==> src/rtl/unified_mem_arbiter.sv <==
// Arbitrates one single-ported unified memory between the fetch (read-only) and memory
// stage (read/write) requesters, one fixed-latency transaction at a time.
module unified_mem_arbiter #(
   parameter int unsigned LATENCY = 2,
   parameter int unsigned ADDR_W  = 32,
   parameter int unsigned DATA_W  = 32
) (
   input  logic              Clock,
   input  logic              Reset_n,
   input  logic              IF_Req,
   input  logic [ADDR_W-1:0] IF_Addr,
   output logic              IF_Valid,
   output logic [DATA_W-1:0] IF_RData,
   input  logic              MEM_Req,
   input  logic              MEM_Write,
   input  logic [1:0]        MEM_Width,
   input  logic [ADDR_W-1:0] MEM_Addr,
   input  logic [DATA_W-1:0] MEM_WData,
   output logic              MEM_Valid,
   output logic [DATA_W-1:0] MEM_RData,
   output logic              Mem_En,
   output logic              Mem_WE,
   output logic [1:0]        Mem_Width,
   output logic [ADDR_W-1:0] Mem_Addr,
   output logic [DATA_W-1:0] Mem_WData,
   input  logic [DATA_W-1:0] Mem_RData,
   output logic              Stall_Fetch,
   output logic              Stall_Mem
);

   localparam int unsigned CNT_W = $clog2(LATENCY + 1);

   typedef enum logic [1:0] {
      IDLE  = 2'd0,
      ISSUE = 2'd1,
      WAIT  = 2'd2,
      DONE  = 2'd3
   } state_t;

   state_t           state;
   state_t           state_nx;
   logic [CNT_W-1:0] cnt;
   logic             last_mem;
   logic             own_mem;
   logic             own_wr;
   logic             grant_c;
   logic             pick_mem_c;
   logic             lat_done_c;

   // Round-robin: on a tie the requester that did not win last time is chosen
   always_comb begin
      state_nx   = state;
      grant_c    = 1'b0;
      pick_mem_c = MEM_Req & (~IF_Req | ~last_mem);
      lat_done_c = (cnt == CNT_W'(LATENCY));
      case (state)
         IDLE: begin
            if (IF_Req | MEM_Req) begin
               grant_c  = 1'b1;
               state_nx = ISSUE;
            end
         end
         ISSUE:   state_nx = WAIT;
         WAIT:    if (lat_done_c) state_nx = DONE;
         DONE:    state_nx = IDLE;
         default: state_nx = IDLE;
      endcase
   end

   always_ff @(posedge Clock) begin
      if (!Reset_n) state <= IDLE;
      else          state <= state_nx;
   end

   always_ff @(posedge Clock) begin
      if (!Reset_n) begin
         cnt       <= '0;
         last_mem  <= 1'b0;
         own_mem   <= 1'b0;
         own_wr    <= 1'b0;
         IF_Valid  <= 1'b0;
         IF_RData  <= '0;
         MEM_Valid <= 1'b0;
         MEM_RData <= '0;
         Mem_En    <= 1'b0;
         Mem_WE    <= 1'b0;
         Mem_Width <= 2'b00;
         Mem_Addr  <= '0;
         Mem_WData <= '0;
      end else begin
         Mem_En    <= 1'b0;
         Mem_WE    <= 1'b0;
         IF_Valid  <= 1'b0;
         MEM_Valid <= 1'b0;
         if (grant_c) begin
            own_mem   <= pick_mem_c;
            last_mem  <= pick_mem_c;
            own_wr    <= pick_mem_c & MEM_Write;
            Mem_En    <= 1'b1;
            Mem_WE    <= pick_mem_c & MEM_Write;
            Mem_Width <= pick_mem_c ? MEM_Width : 2'b00;
            Mem_Addr  <= pick_mem_c ? MEM_Addr : (IF_Addr & ~ADDR_W'(3));
            Mem_WData <= pick_mem_c ? MEM_WData : '0;
         end
         if (state == ISSUE) cnt <= CNT_W'(1);
         // Memory data is valid in the cycle the counter reaches LATENCY
         if (state == WAIT) begin
            if (lat_done_c) begin
               if (own_mem) begin
                  MEM_Valid <= 1'b1;
                  MEM_RData <= own_wr ? '0 : Mem_RData;
               end else begin
                  IF_Valid  <= 1'b1;
                  IF_RData  <= Mem_RData;
               end
            end else begin
               cnt <= cnt + CNT_W'(1);
            end
         end
      end
   end

   assign Stall_Fetch = IF_Req & ~IF_Valid;
   assign Stall_Mem   = MEM_Req & ~MEM_Valid;

endmodule

==> config.mk <==
export PLATFORM = sky130hd
export DESIGN_NAME = unified_mem_arbiter
export DESIGN_NICKNAME = d
export VERILOG_FILES = /design/src/rtl/unified_mem_arbiter.sv
export SDC_FILE = /design/constraint.sdc
export NUM_CORES = 1
export LEC_CHECK = 0
export CORE_UTILIZATION = 40
export CTS_CLUSTER_DIAMETER = 120
export DETAILED_ROUTE_END_ITERATION = 10
export PLACE_DENSITY = 0.92
export SLEW_MARGIN = 10
export SYNTH_ARGS = -nofsm -noshare
export SYNTH_HDL_FRONTEND = slang
export SYNTH_SLANG_ARGS = --single-unit
==> constraint.sdc <==
create_clock -name Clock -period 3.4 [get_ports Clock]
set_input_delay 0.68 -clock Clock [delete_from_list [all_inputs] [get_ports Clock]]
set_output_delay 0.68 -clock Clock [all_outputs]
set_load 0.01 [all_outputs]
==> impl_metrics.env, run 1 <==
export IMPL_outcome="completed"
export IMPL_rows=40
export IMPL_synthCells=509
export IMPL_fmax_mhz=364
export IMPL_fin_crit_ps=2750
export IMPL_crit_path_max_fanout=7
export IMPL_slew_viol_final=0
export IMPL_path_cells="clkdlybuf4s50_1, nor2b_1, clkdlybuf4s50_1"
export IMPL_cp_top_family="buffers and inverters"
export IMPL_syn_avg_cell_area_um2=9.69
export IMPL_route_antenna_remaining_nets=0
export IMPL_die_area_um2=12800
export IMPL_grt_pass1_vias=4739
export IMPL_final_hold_viol_count=0
export IMPL_synth_cell_area_um2=4930
export IMPL_critPathCaptureType="primary output"
export IMPL_rr_worst_depth=6
export IMPL_vdd_drop_max_v=0.000491
export IMPL_whs_path_depth=2
export IMPL_critPathBufInv=2
export IMPL_htreeDepth=4
export IMPL_io_pins=271
export IMPL_drv_cap=0
export IMPL_finalNetCount=901
export IMPL_worst_pin_slew_ps=704
export IMPL_critPathMostFrequentCell="clkdlybuf4s50_1"
export IMPL_p_leak_nw=3.06
export IMPL_synth_adder_area_share=0.00761
export IMPL_dp_hpwl_um=10100
export IMPL_netlist_cell_type_count=36
export IMPL_initial_core_util=0.411
export IMPL_cts_buffer_depth=2
export IMPL_synthXorXnorAreaFrac=0
export IMPL_yosys_area_share_simple=0.125
export IMPL_gp_congestion=0.771
export IMPL_nFillCells=914
export IMPL_grt_max_degree=37
export IMPL_clock_sinks=140
export IMPL_antenna_found_initial=0
export IMPL_finalClockSkew_ps=8.78
export IMPL_via_per_inst=5.17
export IMPL_start_kind="input pin"
export IMPL_syn_num_nets=647
export IMPL_routedWlPerCell_um=16.3
export IMPL_rsz0062_at_grt="false"
export IMPL_multi_input_area_um2=1890
export IMPL_overflow=0
export IMPL_tns_ps=0
export IMPL_crit_slowest_cell="clkdlybuf4s50_1"
export IMPL_cp_data_arrival_time_ps=2070
export IMPL_core_area_um2=12000
export IMPL_post_cts_setup_buffers=0
export IMPL_cts_tree="done"
export IMPL_seq_area_frac_synth=0.568
export IMPL_cts_root_buf="clkbuf_16"
export IMPL_drive_gt1_frac=0.0658
export IMPL_critical_path_depth=3
export IMPL_track_usage=0.239
export IMPL_drc=0
export IMPL_power_density_nw_per_um2=608
export IMPL_drtIter0Drc=282
export IMPL_placed_area_um2=7640
export IMPL_crit_required_ps=2720
export IMPL_first_pass_iters=4
export IMPL_regArea_um2=2800
export IMPL_clock_latency_ps=410
export IMPL_drt_total_wl_um=15100
export IMPL_hold_ws_ps=453
export IMPL_cts_inserted_buffers=17
export IMPL_ys_warn_count=0
export IMPL_max_stage_delay_ps=630
export IMPL_ys_ff_latch=140
export IMPL_cts_hold_buf=0
export IMPL_cts_resized=0
export IMPL_die_h_um=113
export IMPL_portBuffers=268
export IMPL_hp_class="flop to flop"
export IMPL_finalSetupViolations=0
export IMPL_diodes=0
export IMPL_clk_pin_slew_ps=60
export IMPL_stdcell_area_um2=8210
export IMPL_fin_crit_sh=0.808
export IMPL_num_vias=4767
export IMPL_synth_top_family_by_area="compound AO/OA/AOI/OAI gates"
export IMPL_grt_pass1_wl_um=23700
export IMPL_fp_dieW_um=113
export IMPL_slew_headroom=0.530
export IMPL_synth_mux_area_frac=0.00203
export IMPL_synth_compound_area_share=0.244
export IMPL_worstSetupPathType="input pin to primary output"
export IMPL_area_delta_synth_final_pct=66.6
[synthesized netlist by cell type, drive strengths merged]
cell / number / area share
mux2i: 1 / 0.0020
a31oi: 30 / 0.038
o21ai: 30 / 0.030
a21oi: 36 / 0.037
nor3: 1 / 0.0020
dfxtp: 140 / 0.57
a22o: 68 / 0.12
nand2b: 2 / 0.0025
nor4bb: 1 / 0.0020
a22oi: 1 / 0.0015
nand4bb: 1 / 0.0023
nand3b: 2 / 0.0030
o221a: 1 / 0.0023
and3: 1 / 0.0013
clkbuf: 11 / 0.0084
a21boi: 1 / 0.0023
o31a: 1 / 0.0036
ha: 3 / 0.0076
buf: 31 / 0.042
a311oi: 1 / 0.0018
inv: 4 / 0.0030
and2: 1 / 0.0013
nor2b: 3 / 0.0038
nor2: 4 / 0.0063
nand3: 2 / 0.0020
o21a: 1 / 0.0015
nand2: 129 / 0.099
a21bo: 1 / 0.0020
o311a: 1 / 0.0020
[sequential cells by signal, indices dropped and copies added, names as in the netlist]
name / cells
IF_Valid: 1
Mem_WData: 32
Mem_WE: 1
state: 2
MEM_Valid: 1
Mem_Width: 2
Mem_Addr: 32
Mem_En: 1
IF_RData: 32
MEM_RData: 32
own_mem: 1
cnt: 2
own_wr: 1
[placed cells by master, fill, tap and decap left out, types with 2 or more instances in the layout]
cell,Yosys,final
clkbuf_8,0,4
clkinvlp_4,0,4
a31oi_1,30,30
dfxtp_1,140,140
a21oi_1,35,35
inv_2,2,2
nand2b_1,2,2
clkdlybuf4s50_1,0,268
clkbuf_16,0,17
a22o_1,68,68
clkinv_2,0,2
nand2_1,128,128
ha_1,3,3
nor2b_1,3,3
o21ai_1,29,29
inv_1,2,2
nand3_1,2,2
nor2_1,3,3
nand3b_1,2,2
buf_4,5,9
[logic make-up after synthesis]
kind of cell,after synthesis
buffers and inverters,46
adder cells (fa/ha/maj),3
flip-flops,140
AND/OR/NAND/NOR,147
multiplexers,1
AO/OA/AOI/OAI,172
[tightest hold or removal path: cells and delay by family, from the launching register on]
kind | cells | cell delay (ps)
flops | 1 | 300
compound gates | 1 | 50
simple gates | 1 | 50
[report_power, final]
group	switching, mW	internal, mW
combinational	0.564	0.666
sequential	0.138	1.86
clock	0.688	1.08
[routing by layer]
metal / vias to the layer above / part of all wire / track usage
li1: 2311 / - / -
met1: 2179 / 0.40 / 0.267
met2: 228 / 0.49 / 0.399
met3: 49 / 0.067 / 0.0836
met4: 0 / 0.042 / 0.130
met5: - / 0 / 0
[through the flow]
step / total power [mW] / instances / worst slack, ps / utilization
6_report: 5.00 / 922 / 652 / 0.684
5_1_grt: 5.24 / 922 / 603 / 0.684
4_1_cts: 5.04 / 922 / 642 / 0.684
3_5_place_dp: 3.26 / 891 / 651 / 0.636
3_3_place_gp: 3.23 / 891 / 663 / 0.636
2_1_floorplan: 2.61 / 509 / 1670 / -
[path summary, 6_finish.rpt]
kind / start / endpoint / slack, ps
worst max register to register: state[0]$_SDFFE_PN0P_ / Mem_Addr[2]$_SDFFE_PN0P_ / 1440
worst min-delay path: IF_RData[7]$_SDFFE_PN0P_ / IF_RData[7]$_SDFFE_PN0P_ / 450
worst min register to register: IF_RData[7]$_SDFFE_PN0P_ / IF_RData[7]$_SDFFE_PN0P_ / 450
worst max-delay path: IF_Req / Stall_Fetch / 650
[area by class of cell]
class / count / share of cell area
tap: 147 / 0.0224
inverter: 4 / 0.00183
sequential: 140 / 0.341
clock buffer: 22 / 0.0590
multi-input combinational: 323 / 0.230
timing repair buffer: 277 / 0.335
clock inverter: 9 / 0.0107
(Power assumes the default switching activity.)
==> run 2, diff against run 1 <==
- CORE_UTILIZATION: 40 -> 39
- PLACE_DENSITY: 0.92 -> 0.9
- clock period: 3.4 -> 2.6 ns (I/O delays scaled with it)
==> run 2 against run 1 <==
Sequential cell count is the same; worst hold slack lost 1.9 ps; sequential share of layout area is 0.26 points lower; cell area rose by 0.78%; largest cell class unchanged; non-clock buffer count rose by 2; via count rose by 0.31%; first-iteration DRC count shrank 1.4%; count of clock-buffer cells in the layout fell by 1; clock skew decreased by 0.99 ps; global-route usage up 0.28 points; largest power group unchanged; total power grew 33%; utilization down 0.32 points.
==> impl_metrics.env, run 2 (synthesized netlist as in run 1, its figures left out) <==
export IMPL_outcome="completed"
export IMPL_cts_hold_buf=0
export IMPL_core_area_um2=12200
export IMPL_tns_ps=0
export IMPL_grt_max_degree=39
export IMPL_post_cts_setup_buffers=0
export IMPL_first_pass_iters=4
export IMPL_slew_headroom=0.605
export IMPL_drt_total_wl_um=15700
export IMPL_vdd_drop_max_v=0.000491
export IMPL_placed_area_um2=7680
export IMPL_area_delta_synth_final_pct=67.9
export IMPL_drv_cap=0
export IMPL_worstSetupPathType="input pin to primary output"
export IMPL_hp_start="IF_RData[28]$_SDFFE_PN0P_"
export IMPL_hold_ws_ps=451
export IMPL_clk_pin_slew_ps=60
export IMPL_io_pins=271
export IMPL_rsz0062_at_grt="false"
export IMPL_finalNonFillerCells=946
export IMPL_worst_pin_slew_ps=593
export IMPL_worstSetupStartpoint="IF_Req"
export IMPL_hp_class="flop to flop"
export IMPL_gr_usage_met1=0.250
export IMPL_p_total_mw=6.66
export IMPL_pre_cts_slack_ps=321
export IMPL_use_met3=0.0709
export IMPL_regArea_um2=2800
export IMPL_hold_path_endpoint="IF_RData[28]$_SDFFE_PN0P_"
export IMPL_fin_crit_ps=2340
export IMPL_drc=0
export IMPL_die_h_um=114
export IMPL_timing_rr_end="Mem_Addr[31]$_SDFFE_PN0P_"
export IMPL_fp_dieW_um=114
export IMPL_gp_congestion=0.770
export IMPL_htreeDepth=4
export IMPL_clock_latency_ps=410
export IMPL_start_kind="input pin"
export IMPL_layout_commonest_cell="clkdlybuf4s50_1"
export IMPL_rows=40
export IMPL_critPathCaptureType="primary output"
export IMPL_fin_crit_sh=0.900
export IMPL_rr_startpoint="state[0]$_SDFFE_PN0P_"
export IMPL_rr_worst_depth=6
export IMPL_initial_core_util=0.405
export IMPL_stdcell_area_um2=8280
export IMPL_cts_buffer_depth=2
export IMPL_reg2reg_slack_ps=850
export IMPL_clock_sinks=140
export IMPL_whs_path_depth=2
export IMPL_grt_pass1_wl_um=24200
export IMPL_finalSetupViolations=0
export IMPL_route_antenna_remaining_nets=0
export IMPL_finalNetCount=903
export IMPL_drtIter0Drc=278
export IMPL_grt_pass1_vias=4908
export IMPL_met2_usage=0.429
export IMPL_die_area_um2=13100
export IMPL_routedWlPerCell_um=16.6
export IMPL_cp_data_arrival_time_ps=1820
export IMPL_cts_root_buf="clkbuf_16"
export IMPL_fin_util=0.681
export IMPL_fmax_mhz=427
export IMPL_overflow=0
export IMPL_cts_tree="done"
export IMPL_worst_slack_ps=259
export IMPL_diodes=0
export IMPL_crit_path_max_fanout=2
export IMPL_finalClockSkew_ps=7.79
export IMPL_drive_gt1_frac=0.0668
export IMPL_final_hold_viol_count=0
export IMPL_antenna_found_initial=0
export IMPL_dp_hpwl_um=11200
export IMPL_cts_resized=0
export IMPL_track_usage=0.242
export IMPL_final_cell_mix="268 x clkdlybuf4s50_1, 140 x dfxtp_1, 128 x nand2_1"
export IMPL_num_vias=4782
export IMPL_power_density_nw_per_um2=804
export IMPL_grt_busiest_layer="met2"
export IMPL_crit_required_ps=2080
export IMPL_slew_viol_final=0
export IMPL_via_per_inst=5.05
export IMPL_portBuffers=268
export IMPL_p_leak_nw=3.08
export IMPL_dp_cells=914
export IMPL_nFillCells=900
export IMPL_cts_inserted_buffers=17
export IMPL_multi_input_area_um2=1890
[run 2: cell count changes in the layout (fill, tap and decap cells not counted)]
cell,change
clkbuf_8,-3
buf_4,+2
bufinv_16,+2
clkbuf_1,+2
clkinv_2,+1
inv_6,-1
[run 2: worst max-delay path, cell delays in order]
cell and delay (ps):
clkdlybuf4s50_1 520, nor2b_1 200, clkdlybuf4s50_1 580
[run 2: final cells by class]
class,count,share of cell area
Clock buffer,21,0.0544
Clock inverter,11,0.0174
Inverter,4,0.00181
Multi-Input combinational cell,323,0.228
Sequential cell,140,0.339
Tap cell,168,0.0254
Timing Repair Buffer,279,0.334
[run 2: worst max path at each step]
stage	to	slack, ps	cells past startpoint
after floorplan	MEM_RData[0]$_SDFFE_PN0P_	1120	6
after global placement	Stall_Fetch	320	3
after detailed placement	Stall_Fetch	320	3
after CTS	Stall_Fetch	250	3
after global routing	Stall_Fetch	220	3
final	Stall_Fetch	260	3
[run 2: per-layer routing]
layer  wire (µm)  share of wire  vias up
met2        8150           0.52      209
met5           0              0        -
li1            -              -     2319
met1        5990           0.38     2212
met3        1030          0.065       42
met4         563          0.036        0
[run 2: power by group]
part	switching, mW	internal, mW
Sequential	0.181	2.43
Combinational	0.744	0.874
Clock	0.899	1.53
Total	1.82	4.83
==> run 3, diff against run 2 <==
- CORE_MARGIN: unset -> 1.5
- PLACE_DENSITY: 0.9 -> unset
- PLACE_DENSITY_LB_ADDON: unset -> 0.15
- REMOVE_ABC_BUFFERS: unset -> 1
==> run 3 against run 2 <==
Critical path depth did not move; worst hold slack gained 1.9 ps; register-to-register slack got worse by 50 ps; critical path type unchanged.
==> impl_metrics.env, run 3 (synthesized netlist as in run 1, its figures left out) <==
export IMPL_fin_crit_sh=0.914
export IMPL_whs_path_depth=2
export IMPL_antenna_found_initial=0
export IMPL_htreeDepth=4
export IMPL_timing_rr_end="own_wr$_SDFFE_PN0P_"
export IMPL_track_usage=0.225
export IMPL_fp_dieW_um=115
export IMPL_rr_worst_depth=6
export IMPL_grt_max_degree=37
export IMPL_routedWlPerCell_um=16.0
export IMPL_seqPwrFrac=0.398
export IMPL_die_area_um2=13300
export IMPL_vdd_drop_max_v=0.000525
export IMPL_p_total_mw=6.55
export IMPL_drtIter0Drc=256
export IMPL_worst_slack_ps=223
export IMPL_gp_congestion=0.763
export IMPL_crit_path_max_fanout=7
export IMPL_cts_tree="done"
export IMPL_initial_core_util=0.405
export IMPL_hold_path_endpoint="IF_RData[1]$_SDFFE_PN0P_"
export IMPL_max_stage_delay_ps=590
export IMPL_p_int_mw=4.77
export IMPL_drv_cap=0
export IMPL_critPathMostFrequentCell="clkdlybuf4s50_1"
export IMPL_hold_ws_ps=453
export IMPL_drive_gt1_frac=0.0644
export IMPL_cts_hold_buf=0
export IMPL_cts_root_buf="clkbuf_16"
export IMPL_pre_cts_slack_ps=211
export IMPL_critPathCaptureType="primary output"
export IMPL_cts_resized=0
export IMPL_clk_pin_slew_ps=50
export IMPL_comb_power_share=0.252
export IMPL_grt_pass1_wl_um=23200
export IMPL_area_delta_synth_final_pct=67.4
export IMPL_final_cell_mix="268 x clkdlybuf4s50_1, 140 x dfxtp_1, 128 x nand2_1"
export IMPL_die_h_um=115
export IMPL_power_density_nw_per_um2=794
export IMPL_hp_class="flop to flop"
export IMPL_finalClockSkew_ps=4.80
export IMPL_cp_data_arrival_time_ps=1860
export IMPL_grt_pass1_vias=4606
export IMPL_io_pins=271
export IMPL_layout_commonest_cell="clkdlybuf4s50_1"
export IMPL_p_switching_mw=1.78
export IMPL_core_area_um2=12200
export IMPL_num_vias=4764
export IMPL_worstSetupPathType="input pin to primary output"
export IMPL_crit_slowest_cell="clkdlybuf4s50_1"
export IMPL_overflow=0
export IMPL_hp_start="IF_RData[1]$_SDFFE_PN0P_"
export IMPL_diodes=0
export IMPL_dp_hpwl_um=10600
export IMPL_start_kind="input pin"
export IMPL_drc=0
export IMPL_p_clk_frac=0.350
export IMPL_cts_inserted_buffers=17
export IMPL_tns_ps=0
export IMPL_fin_crit_ps=2380
export IMPL_via_per_inst=5.04
export IMPL_finalNetCount=903
export IMPL_rsz0062_at_grt="false"
export IMPL_clock_latency_ps=410
export IMPL_reg2reg_slack_ps=800
export IMPL_slew_headroom=0.575
export IMPL_rows=40
export IMPL_path_cells="clkdlybuf4s50_1, nor2b_1, clkdlybuf4s50_1"
export IMPL_outcome="completed"
export IMPL_cts_buffer_depth=2
export IMPL_post_cts_setup_buffers=0
export IMPL_switching_share=0.272
export IMPL_drt_total_wl_um=15100
export IMPL_rr_startpoint="state[0]$_SDFFE_PN0P_"
export IMPL_first_pass_iters=5
export IMPL_worst_pin_slew_ps=638
export IMPL_final_hold_viol_count=0
export IMPL_route_antenna_remaining_nets=0
export IMPL_finalSetupViolations=0
export IMPL_clock_sinks=140
export IMPL_slew_viol_final=0
export IMPL_portBuffers=268
export IMPL_fmax_mhz=421
export IMPL_p_leak_nw=3.08
export IMPL_crit_required_ps=2080
run 3: cell count changes in the layout (fill, tap and decap cells not counted):
| cell | change |
|---|---|
| clkbuf_1 | +1 |
| buf_12 | +1 |
| clkbuf_8 | +1 |
| clkinv_2 | +2 |
| bufinv_16 | -1 |
| clkinv_4 | -1 |
| buf_4 | -1 |
| clkinvlp_4 | -3 |
run 3: worst max path at each step:
stage | from | endpoint | slack (ps)
final | MEM_Req | Stall_Mem | 220
after global routing | MEM_Req | Stall_Mem | 140
after CTS | MEM_Req | Stall_Mem | 210
after detailed placement | MEM_Req | Stall_Mem | 210
after global placement | MEM_Req | Stall_Mem | 240
after floorplan | state[0]$_SDFFE_PN0P_ | IF_RData[0]$_SDFFE_PN0P_ | -660
run 3: power by group through the flow:
stage / clock network (mW) / logic [mW] / registers [mW]
final: 2.29 / 1.65 / 2.61
after floorplan: 0 / 0.578 / 2.74
after global placement: 0 / 1.62 / 2.63
after CTS: 2.33 / 1.67 / 2.61
after detailed placement: 0 / 1.65 / 2.65
after global routing: 2.43 / 1.78 / 2.64
run 3: layout make-up:
cell class / count / area (µm²)
clock inverters: 8 / 92.6
clock buffers: 23 / 468
fillers: 1015 / 3910
inverters: 4 / 15.0
multi-input cells: 323 / 1890
repair buffers: 279 / 2780
flip-flops and latches: 140 / 2800
well taps: 168 / 210
run 3: through the flow:
| stage | area [µm²] | instances | util |
|---|---|---|---|
| after floorplan | 4680 | 467 | - |
| after global routing | 8260 | 945 | 0.679 |
| after CTS | 8260 | 945 | 0.679 |
| after global placement | 7690 | 914 | 0.633 |
| final | 8260 | 945 | 0.679 |
| after detailed placement | 7690 | 914 | 0.633 |
run 3: routing by layer:
metal	GRT usage	vias to the layer above	wire length [µm]
li1	-	2317	-
met1	0.247	2230	5910
met2	0.393	194	7540
met3	0.0795	23	1330
met4	0.0971	0	295
met5	0	-	0
run 3: worst max-delay path, delay by kind of cell:
kind,cells,cell delay (ps)
simple gates,1,170
buf+inv,2,1170
